===== config.mk =====
export PLATFORM = sky130hd
export DESIGN_NAME = pipe_hazard_ctrl_flat
export DESIGN_NICKNAME = d
export VERILOG_FILES = /design/src/rtl/pipe_pkg.sv /design/src/rtl/pipe_hazard_ctrl_if.sv /design/src/rtl/hazard_detect.sv /design/src/rtl/pipe_hazard_ctrl.sv /design/src/flat_wrapper.sv
export SDC_FILE = /design/constraint.sdc
export NUM_CORES = 1
export LEC_CHECK = 0
export ABC_AREA = 1
export BUFFER_PORTS_ARGS = -buffer_cell sky130_fd_sc_hd__buf_2
export CAP_MARGIN = 20
export CELL_PAD_IN_SITES_DETAIL_PLACEMENT = 1
export CELL_PAD_IN_SITES_GLOBAL_PLACEMENT = 2
export CORE_ASPECT_RATIO = 1.2
export CORE_UTILIZATION = 19
export CTS_CLUSTER_DIAMETER = 200
export DETAILED_ROUTE_END_ITERATION = 10
export PLACE_DENSITY_LB_ADDON = 0.1
export SETUP_SLACK_MARGIN = 0.4
export SYNTH_ARGS = -nofsm -noshare
export SYNTH_HDL_FRONTEND = slang
export SYNTH_SLANG_ARGS = --single-unit

===== constraint.sdc =====
create_clock -name clk -period 2.4 [get_ports clk]
set_input_delay 0.72 -clock clk [delete_from_list [all_inputs] [get_ports clk]]
set_output_delay 0.72 -clock clk [all_outputs]
set_load 0.01 [all_outputs]

===== src/rtl/pipe_pkg.sv =====
`default_nettype none
// ============================================================================
// Module      : pipe_pkg
// Description : Shared definitions for the WISC pipeline hazard controller:
//               FSM state encoding, default widths and drain length.
// Revision    : 1.0 - initial release
// ============================================================================
package pipe_pkg;

    localparam int REG_AW_DEFAULT     = 4;
    localparam int HALT_DRAIN_DEFAULT = 3;

    typedef enum logic [1:0] {
        RUN      = 2'd0,
        LU_STALL = 2'd1,
        DRAIN    = 2'd2,
        HALT     = 2'd3
    } pipe_state_e;

    // Width needed to hold a drain count of n (at least one bit).
    function automatic int cnt_width(input int n);
        return (n < 2) ? 1 : $clog2(n + 1);
    endfunction

endpackage
`default_nettype wire


===== src/rtl/pipe_hazard_ctrl_if.sv =====
`default_nettype none
// ============================================================================
// Module      : pipe_hazard_ctrl_if
// Description : Bundle between the pipeline (master) and the hazard
//               controller (slave): hazard inputs from ID/EX/memories and
//               the write-enable / invalidate controls back to the pipeline.
//               PIPE_HAZ_PERF_EN adds the performance counter outputs.
// Revision    : 1.0 - initial release
// ============================================================================
interface pipe_hazard_ctrl_if #(
    parameter int REG_AW = pipe_pkg::REG_AW_DEFAULT
);
    logic [REG_AW-1:0] id_rs;
    logic [REG_AW-1:0] id_rt;
    logic              id_uses_rs;
    logic              id_uses_rt;
    logic              id_halt;
    logic              id_valid;
    logic              ex_memread;
    logic [REG_AW-1:0] ex_rd;
    logic              ex_branch_taken;
    logic              imem_busy;
    logic              dmem_busy;

    logic              pc_wen;
    logic              ifid_wen;
    logic              ifid_inval;
    logic              idex_wen;
    logic              idex_inval;
    logic              exmem_wen;
    logic              halted;
    logic [1:0]        state_o;
`ifdef PIPE_HAZ_PERF_EN
    logic [15:0]       stall_cycles;
    logic [15:0]       flush_count;
`endif

    modport master (
        output id_rs, id_rt, id_uses_rs, id_uses_rt, id_halt, id_valid,
               ex_memread, ex_rd, ex_branch_taken, imem_busy, dmem_busy,
`ifdef PIPE_HAZ_PERF_EN
        input  stall_cycles, flush_count,
`endif
        input  pc_wen, ifid_wen, ifid_inval, idex_wen, idex_inval,
               exmem_wen, halted, state_o
    );

    modport slave (
        input  id_rs, id_rt, id_uses_rs, id_uses_rt, id_halt, id_valid,
               ex_memread, ex_rd, ex_branch_taken, imem_busy, dmem_busy,
`ifdef PIPE_HAZ_PERF_EN
        output stall_cycles, flush_count,
`endif
        output pc_wen, ifid_wen, ifid_inval, idex_wen, idex_inval,
               exmem_wen, halted, state_o
    );

endinterface
`default_nettype wire


===== src/rtl/hazard_detect.sv =====
`default_nettype none
// ============================================================================
// Module      : hazard_detect
// Description : Combinational load-use comparator: flags when the valid
//               instruction in ID reads the destination of a load in EX.
//               Register 0 is compared like any other register.
// Revision    : 1.0 - initial release
// ============================================================================
module hazard_detect #(
    parameter int REG_AW = 4
) (
    input  wire logic [REG_AW-1:0] id_rs,
    input  wire logic [REG_AW-1:0] id_rt,
    input  wire logic              id_uses_rs,
    input  wire logic              id_uses_rt,
    input  wire logic              id_valid,
    input  wire logic              ex_memread,
    input  wire logic [REG_AW-1:0] ex_rd,
    output logic                   lu
);

    logic w_rs_hit;
    logic w_rt_hit;

    // Per-source match against the load destination, then qualify.
    always_comb begin
        w_rs_hit = id_uses_rs && (id_rs == ex_rd);
        w_rt_hit = id_uses_rt && (id_rt == ex_rd);
        lu       = id_valid && ex_memread && (w_rs_hit || w_rt_hit);
    end

endmodule
`default_nettype wire


===== src/rtl/pipe_hazard_ctrl.sv =====
`default_nettype none
// ============================================================================
// Module      : pipe_hazard_ctrl
// Description : Stall/flush sequencer for the 5-stage WISC pipeline. Drives
//               PC, IF/ID and ID/EX write-enables and bubble inserts, and
//               handles load-use stalls, taken-branch flushes, memory-busy
//               freezes and HLT drain. Optional macro PIPE_HAZ_PERF_EN adds
//               saturating stall_cycles / flush_count counters.
// Revision    : 1.0 - initial release
// ============================================================================
module pipe_hazard_ctrl
    import pipe_pkg::*;
#(
    parameter int REG_AW     = REG_AW_DEFAULT,
    parameter int HALT_DRAIN = HALT_DRAIN_DEFAULT
) (
    input  wire logic         clk,
    input  wire logic         rst,
    pipe_hazard_ctrl_if.slave hz
);

    localparam int CNT_W = cnt_width(HALT_DRAIN);

    pipe_state_e       r_state;
    pipe_state_e       w_next;
    logic [CNT_W-1:0]  r_cnt;
    logic [CNT_W-1:0]  w_cnt_next;
    logic              r_halted;

    logic w_lu;
    logic w_pc_wen;
    logic w_ifid_wen;
    logic w_ifid_inval;
    logic w_idex_wen;
    logic w_idex_inval;
    logic w_exmem_wen;
    logic w_flush;

    hazard_detect #(
        .REG_AW (REG_AW)
    ) u_hazard_detect (
        .id_rs      (hz.id_rs),
        .id_rt      (hz.id_rt),
        .id_uses_rs (hz.id_uses_rs),
        .id_uses_rt (hz.id_uses_rt),
        .id_valid   (hz.id_valid),
        .ex_memread (hz.ex_memread),
        .ex_rd      (hz.ex_rd),
        .lu         (w_lu)
    );

    // State, drain counter and halted flag registers.
    always_ff @(posedge clk) begin
        if (rst) begin
            r_state  <= RUN;
            r_cnt    <= '0;
            r_halted <= 1'b0;
        end else begin
            r_state  <= w_next;
            r_cnt    <= w_cnt_next;
            r_halted <= (w_next == HALT);
        end
    end

    // Next-state and output decode in priority order.
    always_comb begin
        w_next       = r_state;
        w_cnt_next   = r_cnt;
        w_pc_wen     = 1'b0;
        w_ifid_wen   = 1'b0;
        w_ifid_inval = 1'b0;
        w_idex_wen   = 1'b0;
        w_idex_inval = 1'b0;
        w_exmem_wen  = 1'b0;
        w_flush      = 1'b0;

        if (rst) begin
            // Fill IF/ID and ID/EX with bubbles while the PC is held.
            w_ifid_wen   = 1'b1;
            w_ifid_inval = 1'b1;
            w_idex_wen   = 1'b1;
            w_idex_inval = 1'b1;
            w_exmem_wen  = 1'b1;
            w_next       = RUN;
            w_cnt_next   = '0;
        end else if (r_state == HALT) begin
            // Everything frozen until reset.
            w_next = HALT;
        end else if (hz.dmem_busy) begin
            // Full freeze: state and drain counter hold.
            w_next = r_state;
        end else if (hz.ex_branch_taken) begin
            w_pc_wen     = 1'b1;
            w_ifid_wen   = 1'b1;
            w_ifid_inval = 1'b1;
            w_idex_wen   = 1'b1;
            w_idex_inval = 1'b1;
            w_exmem_wen  = 1'b1;
            w_flush      = 1'b1;
            w_next       = RUN;
            w_cnt_next   = '0;
        end else if (r_state == DRAIN) begin
            // HLT is moving through EX/MEM/WB; feed bubbles behind it.
            w_ifid_wen   = 1'b1;
            w_ifid_inval = 1'b1;
            w_idex_wen   = 1'b1;
            w_idex_inval = 1'b1;
            w_exmem_wen  = 1'b1;
            w_cnt_next   = (r_cnt == '0) ? '0 : r_cnt - CNT_W'(1);
            w_next       = (r_cnt <= CNT_W'(1)) ? HALT : DRAIN;
        end else if (hz.imem_busy) begin
            // No fetch this cycle; back end keeps moving.
            w_ifid_wen   = 1'b1;
            w_ifid_inval = 1'b1;
            w_idex_wen   = 1'b1;
            w_exmem_wen  = 1'b1;
            w_idex_inval = w_lu;
            w_next       = w_lu ? LU_STALL : RUN;
        end else if (w_lu) begin
            // Hold PC and IF/ID, bubble into ID/EX for one cycle.
            w_idex_wen   = 1'b1;
            w_idex_inval = 1'b1;
            w_exmem_wen  = 1'b1;
            w_next       = LU_STALL;
        end else if (hz.id_halt) begin
            // HLT passes into ID/EX; nothing new is fetched behind it.
            w_ifid_wen   = 1'b1;
            w_ifid_inval = 1'b1;
            w_idex_wen   = 1'b1;
            w_exmem_wen  = 1'b1;
            w_cnt_next   = CNT_W'(HALT_DRAIN);
            w_next       = DRAIN;
        end else begin
            w_pc_wen     = 1'b1;
            w_ifid_wen   = 1'b1;
            w_idex_wen   = 1'b1;
            w_exmem_wen  = 1'b1;
            w_next       = RUN;
        end
    end

    assign hz.pc_wen     = w_pc_wen;
    assign hz.ifid_wen   = w_ifid_wen;
    assign hz.ifid_inval = w_ifid_inval;
    assign hz.idex_wen   = w_idex_wen;
    assign hz.idex_inval = w_idex_inval;
    assign hz.exmem_wen  = w_exmem_wen;
    assign hz.halted     = r_halted;
    assign hz.state_o    = r_state;

`ifdef PIPE_HAZ_PERF_EN
    logic [15:0] r_stall_cycles;
    logic [15:0] r_flush_count;

    // Saturating counters of PC-hold cycles and taken-branch flushes.
    always_ff @(posedge clk) begin
        if (rst) begin
            r_stall_cycles <= '0;
            r_flush_count  <= '0;
        end else begin
            if (!w_pc_wen && (r_state != HALT) && (r_stall_cycles != 16'hFFFF))
                r_stall_cycles <= r_stall_cycles + 16'd1;
            if (w_flush && (r_flush_count != 16'hFFFF))
                r_flush_count <= r_flush_count + 16'd1;
        end
    end

    assign hz.stall_cycles = r_stall_cycles;
    assign hz.flush_count  = r_flush_count;
`endif

endmodule
`default_nettype wire


===== src/flat_wrapper.sv =====
// flat-port wrapper written by rule: the top's interface ports become plain ports
module pipe_hazard_ctrl_flat import pipe_pkg::*;
#(
    parameter int REG_AW     = REG_AW_DEFAULT,
    parameter int HALT_DRAIN = HALT_DRAIN_DEFAULT
)
  (clk, rst, hz_id_rs, hz_id_rt, hz_id_uses_rs, hz_id_uses_rt, hz_id_halt, hz_id_valid, hz_ex_memread, hz_ex_rd, hz_ex_branch_taken, hz_imem_busy, hz_dmem_busy, hz_pc_wen, hz_ifid_wen, hz_ifid_inval, hz_idex_wen, hz_idex_inval, hz_exmem_wen, hz_halted, hz_state_o);
  pipe_hazard_ctrl_if #(.REG_AW(REG_AW)) hz_i ();
  input  wire logic clk;
  input  wire logic rst;
  input wire logic [$bits(hz_i.id_rs)-1:0] hz_id_rs;
  input wire logic [$bits(hz_i.id_rt)-1:0] hz_id_rt;
  input wire logic [$bits(hz_i.id_uses_rs)-1:0] hz_id_uses_rs;
  input wire logic [$bits(hz_i.id_uses_rt)-1:0] hz_id_uses_rt;
  input wire logic [$bits(hz_i.id_halt)-1:0] hz_id_halt;
  input wire logic [$bits(hz_i.id_valid)-1:0] hz_id_valid;
  input wire logic [$bits(hz_i.ex_memread)-1:0] hz_ex_memread;
  input wire logic [$bits(hz_i.ex_rd)-1:0] hz_ex_rd;
  input wire logic [$bits(hz_i.ex_branch_taken)-1:0] hz_ex_branch_taken;
  input wire logic [$bits(hz_i.imem_busy)-1:0] hz_imem_busy;
  input wire logic [$bits(hz_i.dmem_busy)-1:0] hz_dmem_busy;
  output wire logic [$bits(hz_i.pc_wen)-1:0] hz_pc_wen;
  output wire logic [$bits(hz_i.ifid_wen)-1:0] hz_ifid_wen;
  output wire logic [$bits(hz_i.ifid_inval)-1:0] hz_ifid_inval;
  output wire logic [$bits(hz_i.idex_wen)-1:0] hz_idex_wen;
  output wire logic [$bits(hz_i.idex_inval)-1:0] hz_idex_inval;
  output wire logic [$bits(hz_i.exmem_wen)-1:0] hz_exmem_wen;
  output wire logic [$bits(hz_i.halted)-1:0] hz_halted;
  output wire logic [$bits(hz_i.state_o)-1:0] hz_state_o;
  assign hz_i.id_rs = hz_id_rs;
  assign hz_i.id_rt = hz_id_rt;
  assign hz_i.id_uses_rs = hz_id_uses_rs;
  assign hz_i.id_uses_rt = hz_id_uses_rt;
  assign hz_i.id_halt = hz_id_halt;
  assign hz_i.id_valid = hz_id_valid;
  assign hz_i.ex_memread = hz_ex_memread;
  assign hz_i.ex_rd = hz_ex_rd;
  assign hz_i.ex_branch_taken = hz_ex_branch_taken;
  assign hz_i.imem_busy = hz_imem_busy;
  assign hz_i.dmem_busy = hz_dmem_busy;
  assign hz_pc_wen = hz_i.pc_wen;
  assign hz_ifid_wen = hz_i.ifid_wen;
  assign hz_ifid_inval = hz_i.ifid_inval;
  assign hz_idex_wen = hz_i.idex_wen;
  assign hz_idex_inval = hz_i.idex_inval;
  assign hz_exmem_wen = hz_i.exmem_wen;
  assign hz_halted = hz_i.halted;
  assign hz_state_o = hz_i.state_o;
  pipe_hazard_ctrl #(.REG_AW(REG_AW), .HALT_DRAIN(HALT_DRAIN)) u_core (.clk(clk), .rst(rst), .hz(hz_i));
endmodule

After elaboration in Yosys (flattened, before gate mapping)
Index checks and enable logic that the tools add are counted.
- memory bits (read-only): 0
- register bits: 5
- memories: 0
- RAM bits: 0
- latch bits: 0
- output and inout port bits: 9
- divide/modulo/power cells: 0
- eq/ne operators: 7
- order comparisons: 1
- reduce and logical (&&, ||, !) cells: 8
- multiply operators: 0
- bitwise operators: 2
- mux-type cells: 49
- shift-type cells: 0
- $add $sub $neg: 1
- operator list (operator ; number):
    $mux 1 ; 35
    $mux 2 ; 14
    $eq 4x4->1 ; 2
    $eq 2x2->1 const B ; 3
    $reduce_and 5->1 ; 1
    $logic_and 1x1->1 ; 4
    $ne 3x2->1 const B ; 1
    $ne 3x3->1 const B ; 1
    $reduce_bool 3->1 ; 1
    $le 2x1->1 const B ; 1
    $logic_not 2->1 ; 1
    $not 1->1 ; 2
    $sub 2x1->2 const B ; 1
    $logic_or 1x1->1 ; 1

Logic depth before layout (Yosys ltp)
Gate-level depths: netlist (run 1).
- depth in word-level cells: 12
- mapped depth: 13
- gate-level depth less buffers: 13

By module
Synthesis (run 1) repeated with hierarchy kept, for this count alone.
- cell total of the unflattened synthesis: 91
- area, all modules: 508.0 um2
- by module, submodules not included (module ; cells an instance ; area an instance (um2) ; instances):
    pipe_hazard_ctrl ; 57 ; 359.1 ; 1
    hazard_detect ; 34 ; 148.9 ; 1

Worst setup path before layout (run 1)
Ideal clock, no wire load.
- kind: input to output
- start point: in hz_ex_rd[0]
- end point: out hz_pc_wen
- setup slack: 0.137 ns
- cell stages on the path: 9
- data required time: 1.680 ns
- path buffers: 0
- arrival: 1.543 ns
- cell sequence: inv_1 nand2_1 nand2_1 nor2_1 nand3_1 nand2_1 nand2_2 nand3_1 a211oi_1
- cells in the longest elaborated chain, start to end: 11
- elaborated cells between the ends (all ways): 13
- ends and longest elaborated chain (what ; line ; text):
    start, declared ; flat_wrapper.sv:18 ; input wire logic [$bits(hz_i.ex_rd)-1:0] hz_ex_rd;
    $eq 4x4->1 (on tied branches) ; hazard_detect.sv:27, hazard_detect.sv:28 ;
    $logic_and 1x1->1 (on tied branches) ; hazard_detect.sv:27, hazard_detect.sv:28 ;
    $logic_or 1x1->1 * ; hazard_detect.sv:29 ; lu = id_valid && ex_memread && (w_rs_hit || w_rt_hit);
    $logic_and 1x1->1 * ; hazard_detect.sv:29 ;
    $mux 1 * ; pipe_hazard_ctrl.sv:119 ; end else if (w_lu) begin
    $mux 1 * ; pipe_hazard_ctrl.sv:111 ; end else if (hz.imem_busy) begin
    $mux 1 * ; pipe_hazard_ctrl.sv:102 ; end else if (r_state == DRAIN) begin
    $mux 1 * ; pipe_hazard_ctrl.sv:92 ; end else if (hz.ex_branch_taken) begin
    $mux 1 * ; pipe_hazard_ctrl.sv:89 ; end else if (hz.dmem_busy) begin
    $mux 1 * ; pipe_hazard_ctrl.sv:86 ; end else if (r_state == HALT) begin
    $mux 1 * ; pipe_hazard_ctrl.sv:77 ; if (rst) begin
    end, declared ; flat_wrapper.sv:22 ; output wire logic [$bits(hz_i.pc_wen)-1:0] hz_pc_wen;
Mark *: on every way between the ends. The rest lies on a longest branch, timed or not.

Final worst setup path (run 1)
Same ends and word-level chain as after synthesis.

==> run_results.csv, run 1 <==
group,metric,value,unit
min_path,min_path_type,"reg2reg",
yosys,synth_top_area_share,22.6,%
die,ioPinCount,31,
clock_network,clkTransAtPathRegs,0.05,ns
clock_network,root_buffer,"clkbuf_4",
critical_path,critPathCaptureType,"primary output",
layout,syn_to_final_growth,87.7,%
die,start_util,20.0,%
job,max-cap-violations,0,
die,die_h,58.2,microns
clock_network,clockBufferDepth,2,
grt,antenna_found_initial,0,
sta,fmax,420,MHz
layout,num_antenna_cells,0,
critical_path,crit_fanout,6,
layout,final_cell_mix,"nand2_1 (21), buf_2 (18), nor2_1 (15)",
place,dp.final_hpwl,1320,microns
place,gp_congestion,0.708,
yosys,syn-mean-instance-area,5.09,sq um
yosys,netlist_area,499,sq um
detailed_routing,dr.pass1.iters,2,
place,portBuffers,30,
place,place_ws,-0.0638,ns
sta,hold_viol,0,
sta,timing.max_slew.rel_slack,85.0,%
critical_path,cpMaxStageDelayCell,"a211oi_2",
detailed_routing,avgViaCountPerCell,4.16,
critical_path,worst_ep_required_time,1.68,ns
detailed_routing,drtAntennaViolNets,0,
grt,grt.total_usage,12.2,%
sta,rsz0062_at_grt,"yes",
critical_path,cp_cell_sequence,"buf_8 -> inv_6 -> nand2_2 -> nand2_1 -> nor2_4 -> nand3_2 -> nand2_2 -> nand2_4 -> nand3_2 -> a211oi_2 -> buf_2",
sta,tns,0,ns
grt,overflow,0,
grt,grt_pass1_wl,2730,microns
grt,grt_pass1_vias,679,
detailed_routing,wire_per_inst,9.23,microns
die,die_x,48.8,microns
sta,setup_viol,0,
detailed_routing,route.detailed.drc,0,
layout,layout-drive-gt1-share,52.5,%
critical_path,max_stage_delay,0.17,ns
clock_network,cts-hold-fix-buffers,0,
pwr,peakVddDrop,0.195,mV
yosys,seq_area_frac_synth,20.1,%
clock_network,cts-buffers-inserted,3,
sta,clock-skew-final,0.00256,ns
pwr,power,312,uW
critical_path,worstSetupPathType,"in2out",
critical_path,worstSetupStartpointType,"input pin",
detailed_routing,drt-total-wl,1590,microns
yosys,synth_top_cell_by_area,"nand2_1",
layout,mostFrequentLayoutCell,"nand2_1",
yosys,ys_ff_latch,5,
sta,tightest_slew,0.224,ns
clock_network,cts_sinks,5,
layout,fin_nets,162,
yosys,synth_fp_nets,120,
yosys,syn_inst,98,
layout,nFillCells,357,
sta,min_period,2.38,ns
critical_path,crit_arrival,1.66,ns
die,rows,20,
pwr,p_leak,0.000522,uW
pwr,powerDensity,333,nW/um^2
outcome,status,"complete, no violations",
detailed_routing,drt-initial-drc-count,6,
die,core,2500,sq um
yosys,netlist_top_cells_area,"nand2_1 (23%), dfxtp_1 (20%), inv_1 (15%)",
clock_network,cts_tree,"done",
die,dieArea,2840,sq um
sta,fin_crit_sh,99.2,%
sta,worst_slack,0.0189,ns
detailed_routing,num_vias,715,
clock_network,htreeDepth,1,
yosys,yosysWarnings,0,
sta,drv_slew,0,
critical_path,critPathTopFamily,"simple AND/OR/NAND/NOR gates",
yosys,ys_types,14,
clock_network,insertion_delay,0.25,ns
critical_path,path_buf_inv,3,
grt,grt_start_max_net_pins,7,
## power breakdown
part | leakage, uW | internal (uW) | switching [uW]
combinational | 0.000466 | 61.3 | 61.7
sequential | 0.0000413 | 86.9 | 1.49
clock | 0.0000150 | 63.1 | 37.8
## worst register-to-register path: stages (launching register included)
cell     delay (ns)
dfxtp_1        0.36
inv_1          0.05
nor2_1         0.17
inv_1          0.13
o21ai_0        0.16
a21oi_1        0.06
nor2_1         0.14
nor2_1         0.07
## flip-flops by register name, summed over array words and instances, names as in the netlist
register           cells
u_core.r_cnt           2
u_core.hz.halted       1
u_core.hz.state_o      2
## kinds of logic after synthesis
| group | count (synthesis) | synth area share (%) |
|---|---|---|
| DFF | 5 | 20.1 |
| AOI/OAI and AO/OA | 9 | 9.78 |
| buffers and inverters | 23 | 18.0 |
| xor gates and xnor gates | 2 | 3.51 |
| and+or+nand+nor | 59 | 48.6 |
## path summary, 6_finish.rpt
kind	start	endpoint	slack, ns	cells past startpoint
worst min-delay path	u_core.r_cnt[0]$_SDFFE_PP0P_	u_core.r_cnt[0]$_SDFFE_PP0P_	0.55	4
worst max register to register	u_core.hz.state_o[1]$_SDFF_PP0_	u_core.hz.halted$_SDFF_PP0_	1.16	7
worst max-delay path	hz_ex_rd[0]	hz_pc_wen	0.02	11
worst min register to register	u_core.r_cnt[0]$_SDFFE_PP0P_	u_core.r_cnt[0]$_SDFFE_PP0P_	0.55	4
## Yosys cell counts
| cell | n |
|---|---|
| nand2_2 | 3 |
| dfxtp_1 | 5 |
| inv_1 | 20 |
| nand2_1 | 30 |
| a211oi_1 | 1 |
| xnor2_1 | 2 |
| nor2_1 | 19 |
| nand3_1 | 6 |
| a31oi_1 | 1 |
| nand3_2 | 1 |
| inv_2 | 2 |
| buf_4 | 1 |
| o21ai_0 | 5 |
| a21oi_1 | 2 |
## through the flow
stage / area [sq um] / hold WS [ns] / instances / utilization (%)
after floorplan: 515 / 0.498 / 98 / -
after global placement: 722 / 0.524 / 163 / 28.8
after detailed placement: 722 / 0.551 / 163 / 28.8
after CTS: 845 / 0.559 / 169 / 33.8
after global routing: 937 / 0.604 / 172 / 37.5
final: 937 / 0.553 / 172 / 37.5
## metal layers
layer	vias to the layer above	track usage, %	part of all wire, %	wire (microns)
met1	317	14.0	43	680
met2	24	22.2	51	815
met4	0	5.04	0.88	14
met5	-	0	0	0
li1	372	-	-	-
met3	2	2.10	4.9	78
## cell type report
type,instances,area (sq um),area share (%)
Multi-Input combinational cell,70,384,41.0
Inverter,22,95.1,10.1
Tap cell,33,41.3,4.41
Timing Repair Buffer,38,289,30.8
Sequential cell,5,101,10.8
Clock buffer,4,26.3,2.80
## repair_timing
action | CTS | global route
buffers inserted | 2 | 3
resized for setup | 24 | 22
setup endpoints to repair | 6 | 6
pin swaps | 10 | 12
Power figures use the tool's default switching activity.
==> run 2: changes to the inputs <==
- CORE_ASPECT_RATIO: 1.2 -> 0.75
==> run_results.csv, run 2 (synthesis gave the netlist of run 1 again) <==
group,metric,value,unit
place,dpl_cell_area,716,sq um
die,core,2380,sq um
clock_network,cts_tree,"done",
pwr,internal_power,204,uW
pwr,p_sw_share,30.9,%
sta,hold_viol,0,
layout,mostFrequentLayoutCell,"nand2_1",
critical_path,reg2reg_from,"u_core.hz.state_o[1]$_SDFF_PP0_",
grt,grt_pass1_vias,670,
die,dieArea,2840,sq um
grt,grt_start_max_net_pins,6,
sta,timing.max_slew.rel_slack,82.4,%
sta,rsz0062_at_grt,"yes",
layout,fin_nets,159,
sta,min_period,2.36,ns
critical_path,r2r_end,"u_core.hz.halted$_SDFF_PP0_",
critical_path,critPathCaptureType,"primary output",
pwr,p_leak,0.000500,uW
job,max-cap-violations,0,
grt,antenna_found_initial,0,
critical_path,worstSetupStartpointType,"input pin",
layout,num_antenna_cells,0,
grt,grt.total_usage,13.2,%
critical_path,crit_fanout,5,
die,rows,15,
clock_network,htreeDepth,1,
pwr,peakVddDrop,0.212,mV
clock_network,root_buffer,"clkbuf_4",
layout,layout-drive-gt1-share,47.1,%
detailed_routing,drt-initial-drc-count,9,
clock_network,clockBufferDepth,2,
critical_path,worst_ep_required_time,1.68,ns
clock_network,cts_sinks,5,
layout,stdcell_count,170,
detailed_routing,route.detailed.drc,0,
detailed_routing,dr.pass1.iters,4,
critical_path,crit_arrival,1.64,ns
clock_network,insertion_delay,0.24,ns
pwr,p_clk_share,32.2,%
critical_path,worstSetupEndpoint,"hz_pc_wen",
layout,utilization,36.4,%
layout,syn_to_final_growth,73.7,%
grt,grt_pass1_wl,2670,microns
place,dp.final_hpwl,1360,microns
sta,fmax,424,MHz
die,ioPinCount,31,
grt,overflow,0,
pwr,p_comb_share,37.7,%
place,dp.cells,163,
detailed_routing,wire_per_inst,9.38,microns
critical_path,reg2reg_depth,7,
clock_network,clkTransAtPathRegs,0.04,ns
clock_network,cts-buffers-inserted,3,
die,start_util,20.9,%
detailed_routing,num_vias,674,
sta,clock-skew-final,0.000894,ns
detailed_routing,avgViaCountPerCell,3.96,
detailed_routing,drtAntennaViolNets,0,
min_path,min_path_type,"reg2reg",
die,die_x,61.2,microns
layout,final_area,867,sq um
clock_network,cts-hold-fix-buffers,0,
place,gp_congestion,0.753,
sta,fin_crit_sh,98.4,%
detailed_routing,drt-total-wl,1590,microns
pwr,powerDensity,340,nW/um^2
pwr,switching_power,90.9,uW
outcome,status,"complete, no violations",
sta,setup_viol,0,
die,die_h,46.4,microns
pwr,p_seq_share,30.1,%
place,portBuffers,30,
critical_path,worstSetupPathType,"in2out",
sta,tightest_slew,0.264,ns
layout,final_cell_mix,"nand2_1 (25), buf_2 (21), nor2_1 (16)",
sta,drv_slew,0,
critical_path,r2r_setup_slack,1.09,ns
critical_path,crit_path_start,"hz_ex_rd[0]",
[run 2: cell type report]
class	instances	area, sq um
fillers	332	1520
multi-input cells	70	362
repair buffers	35	248
flip-flops and latches	5	101
inverters	22	87.6
well taps	34	42.5
clock buffers	4	26.3
[run 2: metrics by stage]
step                setup TNS [ns]  setup WS, ns  hold WS [ns]  total power (uW)
CTS                              0       0.00217         0.546               301
floorplan                        0         0.223         0.498               140
global placement           -0.0348       -0.0348         0.521               180
global route               -0.0640       -0.0640         0.605               322
finish                           0        0.0395         0.535               295
detailed placement         -0.0397       -0.0397         0.537               181
[run 2: worst min-delay path by stage]
stage	startpoint	end	cells past startpoint
global placement	u_core.r_cnt[0]$_SDFFE_PP0P_	u_core.r_cnt[0]$_SDFFE_PP0P_	4
floorplan	u_core.r_cnt[0]$_SDFFE_PP0P_	u_core.r_cnt[0]$_SDFFE_PP0P_	4
detailed placement	u_core.r_cnt[0]$_SDFFE_PP0P_	u_core.r_cnt[0]$_SDFFE_PP0P_	4
global route	u_core.r_cnt[0]$_SDFFE_PP0P_	u_core.r_cnt[0]$_SDFFE_PP0P_	4
finish	u_core.r_cnt[0]$_SDFFE_PP0P_	u_core.r_cnt[0]$_SDFFE_PP0P_	4
CTS	u_core.r_cnt[0]$_SDFFE_PP0P_	u_core.r_cnt[0]$_SDFFE_PP0P_	4
[run 2: critical path: stages]
cell      delay, ns
buf_8          0.10
inv_4          0.05
nand2_2        0.04
nand2_1        0.05
nor2_1         0.05
nand3_1        0.09
nand2_2        0.07
nand2_4        0.09
nand3_2        0.07
a211oi_2       0.16
buf_2          0.15
[run 2: power groups by stage]
| stage | Combinational, uW | Clock, uW | Sequential, uW |
|---|---|---|---|
| detailed placement | 90.7 | 0 | 90.1 |
| finish | 111 | 94.9 | 88.6 |
| floorplan | 50.2 | 0 | 90.0 |
| CTS | 109 | 103 | 88.6 |
| global route | 125 | 108 | 89.1 |
| global placement | 89.8 | 0 | 89.9 |
[run 2: repair_timing]
item                                    4_1_cts  5_1_grt
gates resized for setup                      20       10
pin swaps                                    12        3
setup buffers                                 3        0
endpoints found under the setup margin        6        6
[run 2: per-layer routing]
layer | GRT usage, % | part of all wire (%)
met3 | 1.69 | 3.8
met2 | 20.7 | 47
met5 | 0 | 0
met1 | 17.2 | 49
met4 | 8.18 | 0.63
